==> src/rtl/axis_video_pkg.sv <==
// axis_video_pkg: shared pattern/state types and counter-width helpers for the AXI-Stream video blocks
package axis_video_pkg;
  typedef enum logic [1:0] {PAT_HRAMP, PAT_VRAMP, PAT_CHECK, PAT_CONST} pattern_t;
  typedef enum logic [1:0] {S_IDLE, S_ACTIVE, S_HBLANK, S_VBLANK} state_t;
  localparam int FRAME_CNT_W = 16;
  function automatic int cnt_w(input int n);
    return n > 1 ? $clog2(n) : 1;
  endfunction
  function automatic int blank_w(input int hb, input int vb);
    return cnt_w((hb > vb ? hb : vb) + 1);
  endfunction
endpackage

==> src/rtl/axis_stream_if.sv <==
// AxiStreamIf: AXI-Stream video bus carrying pixels with SOF on tuser and EOL on tlast
interface AxiStreamIf #(parameter int DATA_WIDTH = 8);
  logic [DATA_WIDTH-1:0] tdata;
  logic                  tvalid;
  logic                  tready;
  logic                  tlast;
  logic                  tuser;
  modport Master(output tdata, tvalid, tlast, tuser, input tready);
  modport Slave(input tdata, tvalid, tlast, tuser, output tready);
endinterface

==> src/rtl/axis_pattern_pixel.sv <==
// axis_pattern_pixel: combinational test-pattern map (x, y, sel, fill) -> pixel
module axis_pattern_pixel
  import axis_video_pkg::*;
#(
  parameter int DATA_WIDTH = 8,
  parameter int XW = 10,
  parameter int YW = 9
) (
  input  logic [XW-1:0]         x,
  input  logic [YW-1:0]         y,
  input  pattern_t              sel,
  input  logic [DATA_WIDTH-1:0] fill,
  output logic [DATA_WIDTH-1:0] pixel
);
  logic check;
  always_comb begin
    check = ((32'(x) ^ 32'(y)) & 32'd8) != 32'd0;
    pixel = sel == PAT_HRAMP ? DATA_WIDTH'(x)
          : sel == PAT_VRAMP ? DATA_WIDTH'(y)
          : sel == PAT_CHECK ? {DATA_WIDTH{check}}
          : fill;
  end
endmodule

==> src/rtl/axis_frame_source.sv <==
// axis_frame_source: AXI-Stream test-pattern frame transmitter with backpressure and H/V blanking
module axis_frame_source
  import axis_video_pkg::*;
#(
  parameter int DATA_WIDTH   = 8,
  parameter int FRAME_WIDTH  = 640,
  parameter int FRAME_HEIGHT = 512,
  parameter int HBLANK       = 0,
  parameter int VBLANK       = 0
) (
  input  logic                   clk,
  input  logic                   rst,
  input  logic                   start,
  input  logic                   continuous,
  input  logic [1:0]             pattern_sel,
  input  logic [DATA_WIDTH-1:0]  fill_value,
  AxiStreamIf.Master             m_axis,
  output logic                   busy,
  output logic                   frame_done,
  output logic [FRAME_CNT_W-1:0] frame_cnt
);
  localparam int XW = cnt_w(FRAME_WIDTH);
  localparam int YW = cnt_w(FRAME_HEIGHT);
  localparam int BW = blank_w(HBLANK, VBLANK);
  localparam logic [XW-1:0] X_LAST = XW'(FRAME_WIDTH - 1);
  localparam logic [YW-1:0] Y_LAST = YW'(FRAME_HEIGHT - 1);
  localparam logic [BW-1:0] H_LAST = BW'(HBLANK > 0 ? HBLANK - 1 : 0);
  localparam logic [BW-1:0] V_LAST = BW'(VBLANK > 0 ? VBLANK - 1 : 0);
  state_t                state, nstate;
  logic [XW-1:0]         x, nx;
  logic [YW-1:0]         y, ny;
  logic [BW-1:0]         bcnt, nbcnt;
  pattern_t              sel, nsel;
  logic [DATA_WIDTH-1:0] fill, nfill, pix, tdata_d;
  logic                  xfer, eol, eof, tvalid_d, tlast_d, tuser_d;
  axis_pattern_pixel #(.DATA_WIDTH(DATA_WIDTH), .XW(XW), .YW(YW)) u_pix (
    .x(nx), .y(ny), .sel(nsel), .fill(nfill), .pixel(pix)
  );
  // x/y hold the beat on the bus while ACTIVE and the next beat while blanking
  always_ff @(posedge clk or posedge rst)
    if (rst) begin
      state         <= S_IDLE;
      x             <= '0;
      y             <= '0;
      bcnt          <= '0;
      sel           <= PAT_HRAMP;
      fill          <= '0;
      m_axis.tvalid <= 1'b0;
      m_axis.tdata  <= '0;
      m_axis.tlast  <= 1'b0;
      m_axis.tuser  <= 1'b0;
      frame_done    <= 1'b0;
      frame_cnt     <= '0;
    end else begin
      state         <= nstate;
      x             <= nx;
      y             <= ny;
      bcnt          <= nbcnt;
      sel           <= nsel;
      fill          <= nfill;
      m_axis.tvalid <= tvalid_d;
      m_axis.tdata  <= tdata_d;
      m_axis.tlast  <= tlast_d;
      m_axis.tuser  <= tuser_d;
      frame_done    <= xfer && eof;
      frame_cnt     <= frame_cnt + FRAME_CNT_W'(xfer && eof);
    end
  always_comb begin
    xfer   = state == S_ACTIVE && m_axis.tready;
    eol    = x == X_LAST;
    eof    = eol && y == Y_LAST;
    nstate = state;
    nx     = x;
    ny     = y;
    nbcnt  = '0;
    nsel   = sel;
    nfill  = fill;
    case (state)
      S_IDLE: if (start) begin
        nstate = S_ACTIVE;
        nsel   = pattern_t'(pattern_sel);
        nfill  = fill_value;
      end
      S_ACTIVE: if (xfer) begin
        nx     = eol ? '0 : x + 1'b1;
        ny     = eof ? '0 : eol ? y + 1'b1 : y;
        nstate = !eol ? S_ACTIVE
               : !eof ? (HBLANK > 0 ? S_HBLANK : S_ACTIVE)
               : !continuous ? S_IDLE
               : VBLANK > 0 ? S_VBLANK : S_ACTIVE;
      end
      S_HBLANK: begin
        nbcnt  = bcnt + 1'b1;
        nstate = bcnt == H_LAST ? S_ACTIVE : S_HBLANK;
      end
      default: begin
        nbcnt  = bcnt + 1'b1;
        nstate = bcnt == V_LAST ? S_ACTIVE : S_VBLANK;
      end
    endcase
  end
  always_comb begin
    tvalid_d = nstate == S_ACTIVE;
    tdata_d  = tvalid_d ? pix : '0;
    tlast_d  = tvalid_d && nx == X_LAST;
    tuser_d  = tvalid_d && nx == '0 && ny == '0;
  end
  assign busy = state != S_IDLE;
endmodule

==> src/flat_wrapper.sv <==
// flat-port wrapper written by rule: the top's interface ports become plain ports
module axis_frame_source_flat import axis_video_pkg::*;
#(
  parameter int DATA_WIDTH   = 8,
  parameter int FRAME_WIDTH  = 640,
  parameter int FRAME_HEIGHT = 512,
  parameter int HBLANK       = 0,
  parameter int VBLANK       = 0
)
  (clk, rst, start, continuous, pattern_sel, fill_value, busy, frame_done, frame_cnt, m_axis_tdata, m_axis_tvalid, m_axis_tlast, m_axis_tuser, m_axis_tready);
  AxiStreamIf #(.DATA_WIDTH(DATA_WIDTH)) m_axis_i ();
  input  logic clk;
  input  logic rst;
  input  logic start;
  input  logic continuous;
  input  logic [1:0] pattern_sel;
  input  logic [DATA_WIDTH-1:0] fill_value;
  output logic busy;
  output logic frame_done;
  output logic [FRAME_CNT_W-1:0] frame_cnt;
  output wire logic [$bits(m_axis_i.tdata)-1:0] m_axis_tdata;
  output wire logic [$bits(m_axis_i.tvalid)-1:0] m_axis_tvalid;
  output wire logic [$bits(m_axis_i.tlast)-1:0] m_axis_tlast;
  output wire logic [$bits(m_axis_i.tuser)-1:0] m_axis_tuser;
  input wire logic [$bits(m_axis_i.tready)-1:0] m_axis_tready;
  assign m_axis_tdata = m_axis_i.tdata;
  assign m_axis_tvalid = m_axis_i.tvalid;
  assign m_axis_tlast = m_axis_i.tlast;
  assign m_axis_tuser = m_axis_i.tuser;
  assign m_axis_i.tready = m_axis_tready;
  axis_frame_source #(.DATA_WIDTH(DATA_WIDTH), .FRAME_WIDTH(FRAME_WIDTH), .FRAME_HEIGHT(FRAME_HEIGHT), .HBLANK(HBLANK), .VBLANK(VBLANK)) u_core (.clk(clk), .rst(rst), .start(start), .continuous(continuous), .pattern_sel(pattern_sel), .fill_value(fill_value), .m_axis(m_axis_i), .busy(busy), .frame_done(frame_done), .frame_cnt(frame_cnt));
endmodule
==> config.mk <==
export PLATFORM = sky130hd
export DESIGN_NAME = axis_frame_source_flat
export DESIGN_NICKNAME = d
export VERILOG_FILES = /design/src/rtl/axis_video_pkg.sv /design/src/rtl/axis_stream_if.sv /design/src/rtl/axis_pattern_pixel.sv /design/src/rtl/axis_frame_source.sv /design/src/flat_wrapper.sv
export SDC_FILE = /design/constraint.sdc
export NUM_CORES = 1
export LEC_CHECK = 0
export CAP_MARGIN = 10
export CORE_MARGIN = 1.5
export CORE_UTILIZATION = 35
export DETAILED_ROUTE_END_ITERATION = 7
export PLACE_DENSITY = 0.55
export SYNTH_ARGS = -nofsm -noshare
export SYNTH_HDL_FRONTEND = slang
export SYNTH_SLANG_ARGS = --single-unit
export TNS_END_PERCENT = 50
==> constraint.sdc <==
create_clock -name clk -period 6.9 [get_ports clk]
set_clock_uncertainty 0.05 [all_clocks]
set_input_delay 1.38 -clock clk [delete_from_list [all_inputs] [get_ports clk]]
set_output_delay 1.38 -clock clk [all_outputs]
set_load 0.01 [all_outputs]
# Word-level counts from Yosys, hierarchy flattened
# Cells that the tools add are included.
# W data, S select, Z words.
[op_classes]
n_addsub = 4
eq_ne = 8
n_mux = 24
bitwise = 1
reduce_logical = 12
[op_table]
columns = ["cell", "n"]
rows = [
  ["$mux W8", 6],
  ["$mux W9", 4],
  ["$mux W10", 3],
  ["$eq A10 B10 Y1 const B", 2],
  ["$add A16 B1 Y16", 1],
  ["$mux W2", 8],
  ["$add A10 B1 Y10 const B", 1],
  ["$logic_not A10 Y1", 1],
  ["$add A9 B1 Y9 const B", 1],
  ["$eq A9 B9 Y1 const B", 1],
  ["$logic_not A9 Y1", 1],
  ["$eq A2 B1 Y1 const B", 3],
  ["$logic_and A1 B1 Y1", 6],
  ["$pmux W2 S3", 1],
  ["$eq A2 B2 Y1 const B", 2],
  ["$logic_not A2 Y1", 2],
  ["$xor A4 B4 Y4", 1],
  ["$mux W1", 2],
  ["$reduce_bool A2 Y1", 1],
  ["$reduce_or A2 Y1", 1],
  ["$add A1 B1 Y1 const B", 1],
]
[word_totals]
regBits = 60
in_bits = 15
output_inout_bits = 29
wordCells = 61

# Logic depth before layout (Yosys ltp)
# Gate-level depths: netlist of run 1.
[depth]
depth_word = 10
mapped_depth = 13
mapped_depth_nobuf = 12

# Cells and area by module
# From an unflattened synthesis of run 1, not the netlist that was laid out.
[unflattened]
hier_cells = 299
area_unflattened_um2 = 3240.6
[by_module_without_submodules]
columns = ["mod", "instances", "cells_each", "area_per_inst_um2", "seq_area_each_um2"]
rows = [
  ["axis_frame_source", 1, 283, 3017.9, 1501.4],
  ["axis_pattern_pixel", 1, 16, 222.7, 0.0],
]

# Worst setup path after synthesis of run 1
# Ideal clock, no wire load.
[synth_path]
path_type = "input port to flip-flop"
start = "input m_axis_tready"
end = "register u_core.frame_cnt[10]"
setup_ps = 126
arrival_ps = 3035
required_time_ps = 6724
setup_slack_ps = 3689
stages = 9
n_path_buf = 0
cell_sequence = "nand3b_4 > nor4_4 > and2_1 > ha_1 > ha_1 > nand2_1 > nor2_1 > nand2_1 > xnor2_1"
[synth_between]
elab_chain_len = 3
[synth_rtl]
columns = ["item", "line_no", "text"]
rows = [
  ["from (decl)", "flat_wrapper.sv:25", "input wire logic [$bits(m_axis_i.tready)-1:0] m_axis_tready;"],
  ["$logic_and A1 B1 Y1", "axis_frame_source.sv:69", "xfer = state == S_ACTIVE && m_axis.tready;"],
  ["$logic_and A1 B1 Y1", "axis_frame_source.sv:66", "frame_cnt <= frame_cnt + FRAME_CNT_W'(xfer && eof);"],
  ["$add A16 B1 Y16", "axis_frame_source.sv:66", ""],
  ["to (signal assigned)", "axis_frame_source.sv:66", ""],
  ["to (decl)", "axis_frame_source.sv:20", "output logic [FRAME_CNT_W-1:0] frame_cnt"],
]
# Every way passes these cells.

# Final worst setup path of run 1
[layout_path]
start = "input m_axis_tready"
end = "register u_core.m_axis.tuser"
[layout_between]
elab_cells_between_ends = 12
cone_classes = "eq/ne (1); mux (6); reduce/logical (5)"
[layout_lines]
columns = ["item", "line_no", "text"]
rows = [
  ["$logic_and A1 B1 Y1", "axis_frame_source.sv:69", ""],
  ["$mux W9", "axis_frame_source.sv:84", "S_ACTIVE: if (xfer) begin"],
  ["$mux W9", "axis_frame_source.sv:78", "case (state)"],
  ["net u_core.ny[4]", "axis_frame_source.sv:31", "logic [YW-1:0] y, ny;"],
  ["$logic_not A9 Y1", "axis_frame_source.sv:106", "tuser_d = tvalid_d && nx == '0 && ny == '0;"],
  ["$logic_and A1 B1 Y1", "axis_frame_source.sv:106", ""],
  ["net u_core.tuser_d", "axis_frame_source.sv:35", "logic xfer, eol, eof, tvalid_d, tlast_d, tuser_d;"],
  ["to (signal assigned)", "axis_frame_source.sv:64", "m_axis.tuser <= tuser_d;"],
  ["to (decl)", "axis_stream_if.sv:8", "modport Master(output tdata, tvalid, tlast, tuser, input tready);"],
]
# The timed path passes the listed nets, and every way through them passes these cells.

==> impl_metrics.ini, run 1 <==
[status]
outcome = finished clean

[pwr]
seqPwrFrac_pct = 45.5
clockPowerShare_pct = 34.3
internal_power_mw = 0.652
leakage_nw = 1.64
comb_power_share_pct = 20.2
p_sw_mw = 0.264
peakVddDrop_uv = 102
switching_share_pct = 28.8
power.density_mw_per_mm2 = 246
power.total_mw = 0.916

[final_layout]
antenna_cells = 0
layout_common_cells = 60 x dfrtp_1, 43 x clkdlybuf4s50_1, 22 x nand2_1
layout_commonest_cell = dfrtp_1
area_delta_synth_final_pct = 24.6
finish.instance_area_mm2 = 0.00373
final_nets = 360
drive_gt1_share_pct = 10.2
nFillCells = 816

[worst_setup_path]
crit_required_ns = 7.09
worstPathArrival_ns = 4.07
startpoint_type = input pin
critPathMaxFanout = 14
critPathKind = input pin to flop
endpoint_kind = flop

[synth]
yosysUniqueCellTypes = 49
async_reset_ff_share_pct = 100
synthFlopType = dfrtp_1
avgSynthCellArea_um2 = 10.3
ys_ff_latch = 60
syn_area_mm2 = 0.00300
syn_nets = 311
yosys_warnings = 0
synth_edf_count = 0
syn-instance-count = 291
ys_seq_area_share_pct = 50.1

[cts]
clock-root-buffer = clkbuf_8
cts_tree = done
cts_setup_buffers = 0
ctsLongestPathBuffers = 2
clk_pin_slew_ns = 0.07
hold_buffers = 0
cts_resized = 0
cts.sinks = 60
htree_levels = 3
cts-buffers-inserted = 9
clock_latency_ns = 0.34

[grt]
overflow = 0
antenna_found_initial = 0
grt-busiest-layer = met2
grtUsageMet1_pct = 22.8
grt_max_degree = 61
grt_use_met3_pct = 4.78
grt_pass1_wl_um = 11300
grt_use_met2_pct = 24.9
grt_usage_pct = 16.5
grt_pass1_vias = 2251

[detailed_routing]
vias = 2377
viasPerCell = 5.31
post-route-drc-count = 0
wire_per_inst_um = 15.1
drt_pre_antenna_iters = 4
finalWirelength_um = 6770
drtIter0Drc = 133
ant_nets = 0

[timing]
timing.final.crit_share_pct = 56.2
fin_crit_ns = 3.88
hold_viol = 0
worst_pin_slew_ns = 0.756
drv_slew = 0
relSlewSlack_pct = 49.6
fmax_ghz = 0.258
fin_tns_setup_ns = 0
setup_viol = 0
rsz0062_at_grt = false

[placement]
place.gp.congestion = 0.837
postPlaceCellArea_mm2 = 0.00354
io_buffers = 43
hpwl_um = 4920

[job]
max_cap_viol_count = 0

[floorplanning]
io-pin-count = 44
row_count = 33
start_util_pct = 36.3
die_h_um = 95.5
die_area_mm2 = 0.00912
die_w_um = 95.5
core_area_mm2 = 0.00826

[min_path]
worstHoldPathType = flop to flop
==> layer usage <==
layer / vias to the layer above / part of all wire [%]
li1: 1152 / -
met1: 1148 / 48
met2: 68 / 45
met3: 9 / 5.2
met4: 0 / 1.5
met5: - / 0
==> synthesized netlist by cell type (all sizes together), types with 2 or more instances <==
master	n	area, um^2
a21o	2	15.0
ha	5	62.6
nor3b	3	32.5
nand2b	4	25.0
xnor2	16	140
nor2b	3	18.8
clkbuf	3	11.3
a31oi	4	31.3
and3	8	50.1
dfrtp	60	1500
nand3b	2	27.5
nand3	16	80.1
a21oi	12	60.1
o22ai	5	31.3
or3	2	12.5
o21ai	17	85.1
nand2	22	82.6
or4	2	15.0
o32ai	5	43.8
nand4	7	43.8
o31ai	4	30.0
nor3	5	25.0
buf	4	20.0
and4	2	17.5
and2	6	37.5
a222oi	2	20.0
xor2	4	35.0
or2	4	25.0
mux2	8	90.1
inv	13	48.8
o21a	2	15.0
nor2	19	71.3
nor4	5	52.6
mux2i	4	40.0
a41oi	2	17.5
==> path summary, 6_finish.rpt <==
path                                       startpoint                          endpoint  slack (ns)  cells past startpoint
worst max-delay path                    m_axis_tready     u_core.m_axis.tuser$_DFF_PP0_        3.02                      7
worst min-delay path            u_core.bcnt$_DFF_PP0_             u_core.bcnt$_DFF_PP0_        0.38                      1
worst max register to register  u_core.y[0]$_DFF_PP0_     u_core.m_axis.tuser$_DFF_PP0_        3.34                     11
worst min register to register  u_core.bcnt$_DFF_PP0_             u_core.bcnt$_DFF_PP0_        0.38                      1
max in group asynchronous                         rst     u_core.frame_cnt[5]$_DFF_PP0_        4.78                      3
min in group asynchronous                         rst  u_core.m_axis.tdata[0]$_DFF_PP0_        1.53                      3
==> area by class of cell <==
| type | instances | area (um^2) | area share, % |
|---|---|---|---|
| clock buffers | 12 | 155 | 4.16 |
| clock inverters | 2 | 35.0 | 0.939 |
| inverters | 13 | 48.8 | 1.31 |
| multi-input cells | 211 | 1410 | 37.9 |
| flip-flops and latches | 60 | 1500 | 40.2 |
| well taps | 105 | 131 | 3.52 |
| repair buffers | 45 | 445 | 11.9 |
==> critical path: stages <==
cell and delay, ns:
clkdlybuf4s50_1 0.51, and3b_1 0.38, nand4_1 0.50, o21ai_0 0.30, o21ai_0 0.16, or4_1 0.57, nor4_2 0.26
==> power by group through the flow <==
stage          registers (mW)  logic (mW)  clock network [mW]
6_report                0.417       0.185               0.314
5_1_grt                 0.420       0.207               0.340
4_1_cts                 0.416       0.187               0.322
3_5_place_dp            0.421       0.186                   0
3_3_place_gp            0.422       0.188                   0
2_1_floorplan           0.412       0.122                   0
==> state kept, by name, indices dropped and copies added (netlist names), 2 cells and up <==
name	count
u_core.sel	2
u_core.state	2
u_core.fill	8
u_core.frame_cnt	16
u_core.m_axis.tdata	8
u_core.x	10
u_core.y	9
==> cell families after synthesis <==
logic type | Yosys count | share of synthesized area [%]
multiplexers | 12 | 4.34
AND/OR/NAND/NOR | 114 | 21.9
buffers and inverters | 20 | 2.67
flip-flops | 60 | 50.1
AO/OA/AOI/OAI | 60 | 13.0
XOR/XNOR | 20 | 5.85
adder cells (fa/ha/maj) | 5 | 2.09
==> stage by stage <==
step / utilization, % / cells / setup slack, ns / hold WS, ns
floorplan: - / 291 / 3.69 / 0.353
global placement: 42.9 / 434 / 2.73 / 0.366
detailed placement: 42.9 / 434 / 2.69 / 0.371
CTS: 45.2 / 448 / 3.05 / 0.381
global route: 45.2 / 448 / 2.72 / 0.408
finish: 45.2 / 448 / 3.02 / 0.380
Power figures use the tool's default switching activity.
==> run 2: changes to the inputs <==
--- a/config.mk
+++ b/config.mk
@@ -9,7 +9,7 @@
 export CORE_MARGIN = 1.5
 export CORE_UTILIZATION = 35
 export DETAILED_ROUTE_END_ITERATION = 7
-export PLACE_DENSITY = 0.55
+export PLACE_DENSITY = 0.57
 export SYNTH_ARGS = -nofsm -noshare
 export SYNTH_HDL_FRONTEND = slang
 export SYNTH_SLANG_ARGS = --single-unit
==> constraint.sdc (replaced) <==
create_clock -name clk -period 3.2 [get_ports clk]
set_clock_uncertainty 0.05 [all_clocks]
set_input_delay 0.64 -clock clk [delete_from_list [all_inputs] [get_ports clk]]
set_output_delay 0.64 -clock clk [all_outputs]
set_load 0.01 [all_outputs]
==> run 2 against run 1 <==
Compared with the run above: non-clock buffer count is 13 higher; first-iteration DRC count is 9.8% higher; worst hold slack better by 0.0029 ns; via count is 4.5% higher; count of clock-buffer cells in the layout is 3 lower; combinational power is 120% higher; register-to-register slack worse by 3.0 ns; sequential power is 120% higher; critical endpoint unchanged.
==> impl_metrics.ini, run 2 (synthesized netlist as in run 1, its figures left out) <==
[floorplanning]
start_util_pct = 36.3
die_area_mm2 = 0.00912
die_h_um = 95.5
core_area_mm2 = 0.00826
io-pin-count = 44
row_count = 33
die_w_um = 95.5

[placement]
place.gp.congestion = 0.852
dp_cells = 447
io_buffers = 43
place_ws_ns = 0.234
hpwl_um = 5260

[pwr]
seqPwrFrac_pct = 43.7
switching_share_pct = 29.2
power.density_mw_per_mm2 = 531
comb_power_share_pct = 20.0
clockPowerShare_pct = 36.4
leakage_nw = 1.72
p_sw_mw = 0.601
internal_power_mw = 1.45
peakVddDrop_uv = 304

[final_layout]
nFillCells = 798
final_nets = 373
area_delta_synth_final_pct = 29.2
layout_common_cells = 60 x dfrtp_1, 43 x clkdlybuf4s50_1, 22 x nand2_1
final_cells = 463
drive_gt1_share_pct = 14.5
seq_area_mm2 = 0.00150
antenna_cells = 0
layout_commonest_cell = dfrtp_1
multiInputGateArea_mm2 = 0.00142
regMostFlops = u_core.frame_cnt
post-route-util_pct = 46.9
reg_top3 = u_core.frame_cnt x16, u_core.x x10, u_core.y x9
largest_reg_flops = 16

[grt]
grt_usage_pct = 16.9
antenna_found_initial = 0
overflow = 0
grt_pass1_vias = 2395
grt_pass1_wl_um = 11500
grt_max_degree = 33

[timing]
fmax_ghz = 0.346
hold_viol = 0
drv_slew = 0
rsz0062_at_grt = false
setup_viol = 0
timing.final.crit_share_pct = 90.3
relSlewSlack_pct = 57.9
fin_tns_setup_ns = 0
fin_crit_ns = 2.89
worst_pin_slew_ns = 0.627
holdWs_ns = 0.383
fin_ws_ns = 0.312

[worst_setup_path]
worstPathArrival_ns = 3.09
r2r_cells = 11
cpPeakStageDelay_ns = 0.53
crit_buf_inv = 0
endpoint_kind = flop
path_delay_family = simple AND/OR/NAND/NOR gates
startpoint_type = flop
worstPathCellList = ha_1, and3_1, nand3_1, nor2_1, ha_1, and4b_1, and4_1, a21oi_2, a31oi_2, or4_1, nor4_2
critPathMaxFanout = 4
worst-path-stages = 11
worst_path_max_delay_cell = or4_1
critPathKind = flop to flop
cp_common_cell = ha_1
crit_required_ns = 3.40

[detailed_routing]
drtIter0Drc = 146
viasPerCell = 5.37
post-route-drc-count = 0
vias = 2485
finalWirelength_um = 6970
wire_per_inst_um = 15.1
drt_pre_antenna_iters = 4
ant_nets = 0

[min_path]
worstHoldPathType = flop to flop
min_path_cells = 1

[cts]
ctsLongestPathBuffers = 2
cts_tree = done
clock_latency_ns = 0.35
clock-root-buffer = clkbuf_8
clk_pin_slew_ns = 0.08
hold_buffers = 0
htree_levels = 3
cts-buffers-inserted = 9
cts.sinks = 60

[status]
outcome = finished clean

[job]
max_cap_viol_count = 0
==> run 2: power by group through the flow <==
stage               clock network [mW]  logic, mW  registers (mW)
floorplan                            0      0.263           0.889
global placement                     0      0.411           0.908
detailed placement                   0      0.412           0.909
CTS                              0.769      0.413           0.896
global route                     0.794      0.454           0.907
finish                           0.747      0.410           0.898
==> run 2: per-layer routing <==
metal,vias to the layer above,global-route usage [%],routed length [um]
met3,16,4.07,425
met1,1197,21.6,3140
met2,90,26.1,3190
met5,-,0,0
met4,0,9.19,220
li1,1182,-,-
==> run 2: path summary, 6_finish.rpt <==
check,from,end,slack (ns)
hold reg to reg,u_core.bcnt$_DFF_PP0_,u_core.bcnt$_DFF_PP0_,0.38
max in group asynchronous,rst,u_core.y[3]$_DFF_PP0_,1.86
min in group asynchronous,rst,u_core.m_axis.tlast$_DFF_PP0_,0.64
setup / recovery,u_core.y[1]$_DFF_PP0_,u_core.m_axis.tuser$_DFF_PP0_,0.31
setup reg to reg,u_core.y[1]$_DFF_PP0_,u_core.m_axis.tuser$_DFF_PP0_,0.31
hold / removal,u_core.bcnt$_DFF_PP0_,u_core.bcnt$_DFF_PP0_,0.38
==> run 2: metrics by stage <==
stage          power (mW)  cell area, um^2
2_1_floorplan        1.15             3000
3_3_place_gp         1.32             3650
3_5_place_dp         1.32             3650
4_1_cts              2.08             3870
5_1_grt              2.16             3870
6_report             2.05             3870
==> run 2: cell type report <==
| cell class | instances | share of cell area [%] |
|---|---|---|
| Clock buffer | 9 | 3.20 |
| Clock inverter | 7 | 2.36 |
| Tap cell | 105 | 3.39 |
| Timing Repair Buffer | 58 | 14.4 |
| Multi-Input combinational cell | 211 | 36.6 |
| Sequential cell | 60 | 38.8 |
| Inverter | 13 | 1.26 |
==> run 2: repair_timing <==
| action | CTS | global route |
|---|---|---|
| resized for setup | 0 | 1 |
| setup endpoints to repair | 0 | 1 |
| setup buffers | 0 | 0 |
==> run 3: changes to the inputs <==
--- a/config.mk
+++ b/config.mk
@@ -9,8 +9,9 @@
 export CORE_MARGIN = 1.5
 export CORE_UTILIZATION = 35
 export DETAILED_ROUTE_END_ITERATION = 7
-export PLACE_DENSITY = 0.57
+export PLACE_DENSITY = 0.56
 export SYNTH_ARGS = -nofsm -noshare
 export SYNTH_HDL_FRONTEND = slang
+export SYNTH_HIERARCHICAL = 1
 export SYNTH_SLANG_ARGS = --single-unit
 export TNS_END_PERCENT = 50
==> run 3 against run 2 <==
Compared with the run above: fmax is 0.32% higher; routed wire length rose by 9.7%; power about the same; non-clock buffer count is the same; critical path depth grew 2; via count grew 2.1%; design area increased by 4.5%; final cell count rose by 0.86%; worst hold slack improved by 0.036 ns; sequential cell count stayed put; core utilization is 1.2 points lower; worst setup slack improved by 0.0093 ns; critical endpoint is now u_core/frame_cnt[14]$_DFF_PP0_; largest cell class is now multi-input gates; highest routed layer unchanged.
==> impl_metrics.ini, run 3 <==
[synth]
syn_nets = 319
yosys.cell_count.top_type = dfrtp_1
yosysUniqueCellTypes = 62
synth.top_cell.area_share_pct = 46.3
ys_ff_latch = 60
syn_area_mm2 = 0.00324
synth_edf_count = 0
netlist_top_cells_count = 60 x dfrtp_1, 28 x nand2_1, 15 x nor2_1, 15 x xnor2_1, 12 x nand3_1
yosys_warnings = 6
syn-instance-count = 299
avgSynthCellArea_um2 = 10.8
synthFlopType = dfrtp_1
synth_top_area_cell = dfrtp_1
ys_seq_area_share_pct = 46.3
synth_area_leaders = dfrtp_1 46%, mux4_2 4.9%, xnor2_1 4.1%, mux2_2 3.8%, nand2_1 3.2%
async_reset_ff_share_pct = 100

[worst_setup_path]
cpPeakStageDelay_ns = 0.44
worst_path_max_delay_cell = dfrtp_1
r2r_cells = 13
critPathMaxFanout = 6
crit_buf_inv = 1
crit-reg2reg-capture = u_core/frame_cnt[14]$_DFF_PP0_
worstPathCellList = ha_1, nand3_1, nor2_1, and3_1, ha_1, inv_1, nor2_1, ha_1, ha_1, nand2_1, or2_2, nor2_1, xor2_1
cp_common_cell = ha_1
critPathKind = flop to flop
crit_required_ns = 3.41
crit_start = u_core/y[1]$_DFF_PP0_
worstPathArrival_ns = 3.09
rrSetupSlack_ns = 0.32
startpoint_type = flop
rr_startpoint = u_core/y[1]$_DFF_PP0_
endpoint_kind = flop
path_delay_family = simple AND/OR/NAND/NOR gates

[cts]
htree_levels = 3
cts.sinks = 60
cts_resized = 0
clock-root-buffer = clkbuf_8
clock_latency_ns = 0.34
clk_pin_slew_ns = 0.07
cts_setup_buffers = 0
cts_tree = done
cts-buffers-inserted = 9
ctsLongestPathBuffers = 2
hold_buffers = 0

[min_path]
worstHoldPathType = flop to flop
min_path_cells = 1
hold_end = u_core/frame_cnt[15]$_DFF_PP0_
min-delay-start = u_core/frame_cnt[15]$_DFF_PP0_

[floorplanning]
die_area_mm2 = 0.00985
die_h_um = 99.2
io-pin-count = 44
die_w_um = 99.2
row_count = 34
core_area_mm2 = 0.00885
start_util_pct = 36.6

[detailed_routing]
ant_nets = 0
viasPerCell = 5.43
finalWirelength_um = 7650
wire_per_inst_um = 16.4
drt_pre_antenna_iters = 5
vias = 2536
post-route-drc-count = 0
drtIter0Drc = 219

[timing]
relSlewSlack_pct = 70.1
fin_tns_setup_ns = 0
hold_viol = 0
drv_slew = 0
timing.final.crit_share_pct = 90.0
rsz0062_at_grt = false
fmax_ghz = 0.347
fin_crit_ns = 2.88
fin_ws_ns = 0.321
setup_viol = 0
worst_pin_slew_ns = 0.443

[final_layout]
post-route-util_pct = 45.7
layout_commonest_cell = dfrtp_1
layout_common_cells = 60 x dfrtp_1, 43 x clkdlybuf4s50_1, 28 x nand2_1
final_nets = 374
reg_top3 = u_core/frame_cnt x16, u_core/x x10, u_core/y x9
largest_reg_flops = 16
antenna_cells = 0
area_delta_synth_final_pct = 24.8
finish.instance_area_mm2 = 0.00404
regMostFlops = u_core/frame_cnt
drive_gt1_share_pct = 18.9

[grt]
antenna_found_initial = 0
grt_max_degree = 27
grt_usage_pct = 16.1
grt_pass1_wl_um = 12300
grt_pass1_vias = 2365
overflow = 0

[placement]
place_ws_ns = 0.0564
postPlaceCellArea_mm2 = 0.00385
place.gp.congestion = 0.877
hpwl_um = 5640
io_buffers = 43

[pwr]
peakVddDrop_uv = 234
leakage_nw = 1.71
power.density_mw_per_mm2 = 508

[status]
outcome = finished clean

[job]
max_cap_viol_count = 0
-- run 3: changes by cell type in the layout (fill, tap and decap cells not counted), moves of 3 or more --
cell     delta
o21ai_0     -6
o32ai_1     -5
and2_1      -5
nor2b_1     +8
and3_1      -3
nand3_1     -4
mux4_2      +7
inv_1       -6
nor2_1      -4
nand2_1     +6
mux2_2      +3
nor3_1      +4
o31ai_1     -3
-- run 3: metrics by stage --
stage	cells	hold slack [ns]	power, mW
CTS	467	0.426	2.08
finish	467	0.419	2.06
global placement	451	0.407	1.39
detailed placement	451	0.416	1.39
floorplan	299	0.399	1.21
global route	467	0.441	2.17
-- run 3: cell type report --
type                       instances  area [um^2]
timing repair buffer              58          543
clock buffer                      12          145
tap                              108          135
multi-input combinational        218         1640
sequential                        60         1500
fill                             855         4800
inverter                           7         26.3
clock inverter                     4         48.8
-- run 3: logic make-up after synthesis --
kind of cell | after synthesis | share of synthesized area [%]
multiplexers | 20 | 9.31
flip-flops | 60 | 46.3
XOR/XNOR | 22 | 6.18
AO/OA/AOI/OAI | 45 | 9.31
adder cells (fa/ha/maj) | 5 | 1.93
AND/OR/NAND/NOR | 126 | 24.0
buffers and inverters | 21 | 2.93
-- run 3: worst max-delay path by stage --
stage / endpoint / cells after the start
floorplan: u_core/frame_cnt[14]$_DFF_PP0_ / 13
global placement: u_core/frame_cnt[14]$_DFF_PP0_ / 10
detailed placement: u_core/m_axis.tdata[7]$_DFF_PP0_ / 8
CTS: u_core/frame_cnt[14]$_DFF_PP0_ / 13
global route: u_core/frame_cnt[14]$_DFF_PP0_ / 13
finish: u_core/frame_cnt[14]$_DFF_PP0_ / 13
-- run 3: report_power, final --
| part | total [mW] | switching (mW) | internal (mW) |
|---|---|---|---|
| Combinational | 0.459 | 0.228 | 0.231 |
| Sequential | 0.919 | 0.0914 | 0.827 |
| Clock | 0.678 | 0.298 | 0.380 |
| Total | 2.05 | 0.617 | 1.44 |
-- run 3: metal layers --
layer | wire [um] | global-route usage, % | vias to the layer above
li1 | - | - | 1204
met1 | 3610 | 22.3 | 1238
met2 | 3510 | 24.4 | 84
met3 | 408 | 4.78 | 10
met4 | 116 | 4.55 | 0
met5 | 0 | 0 | -
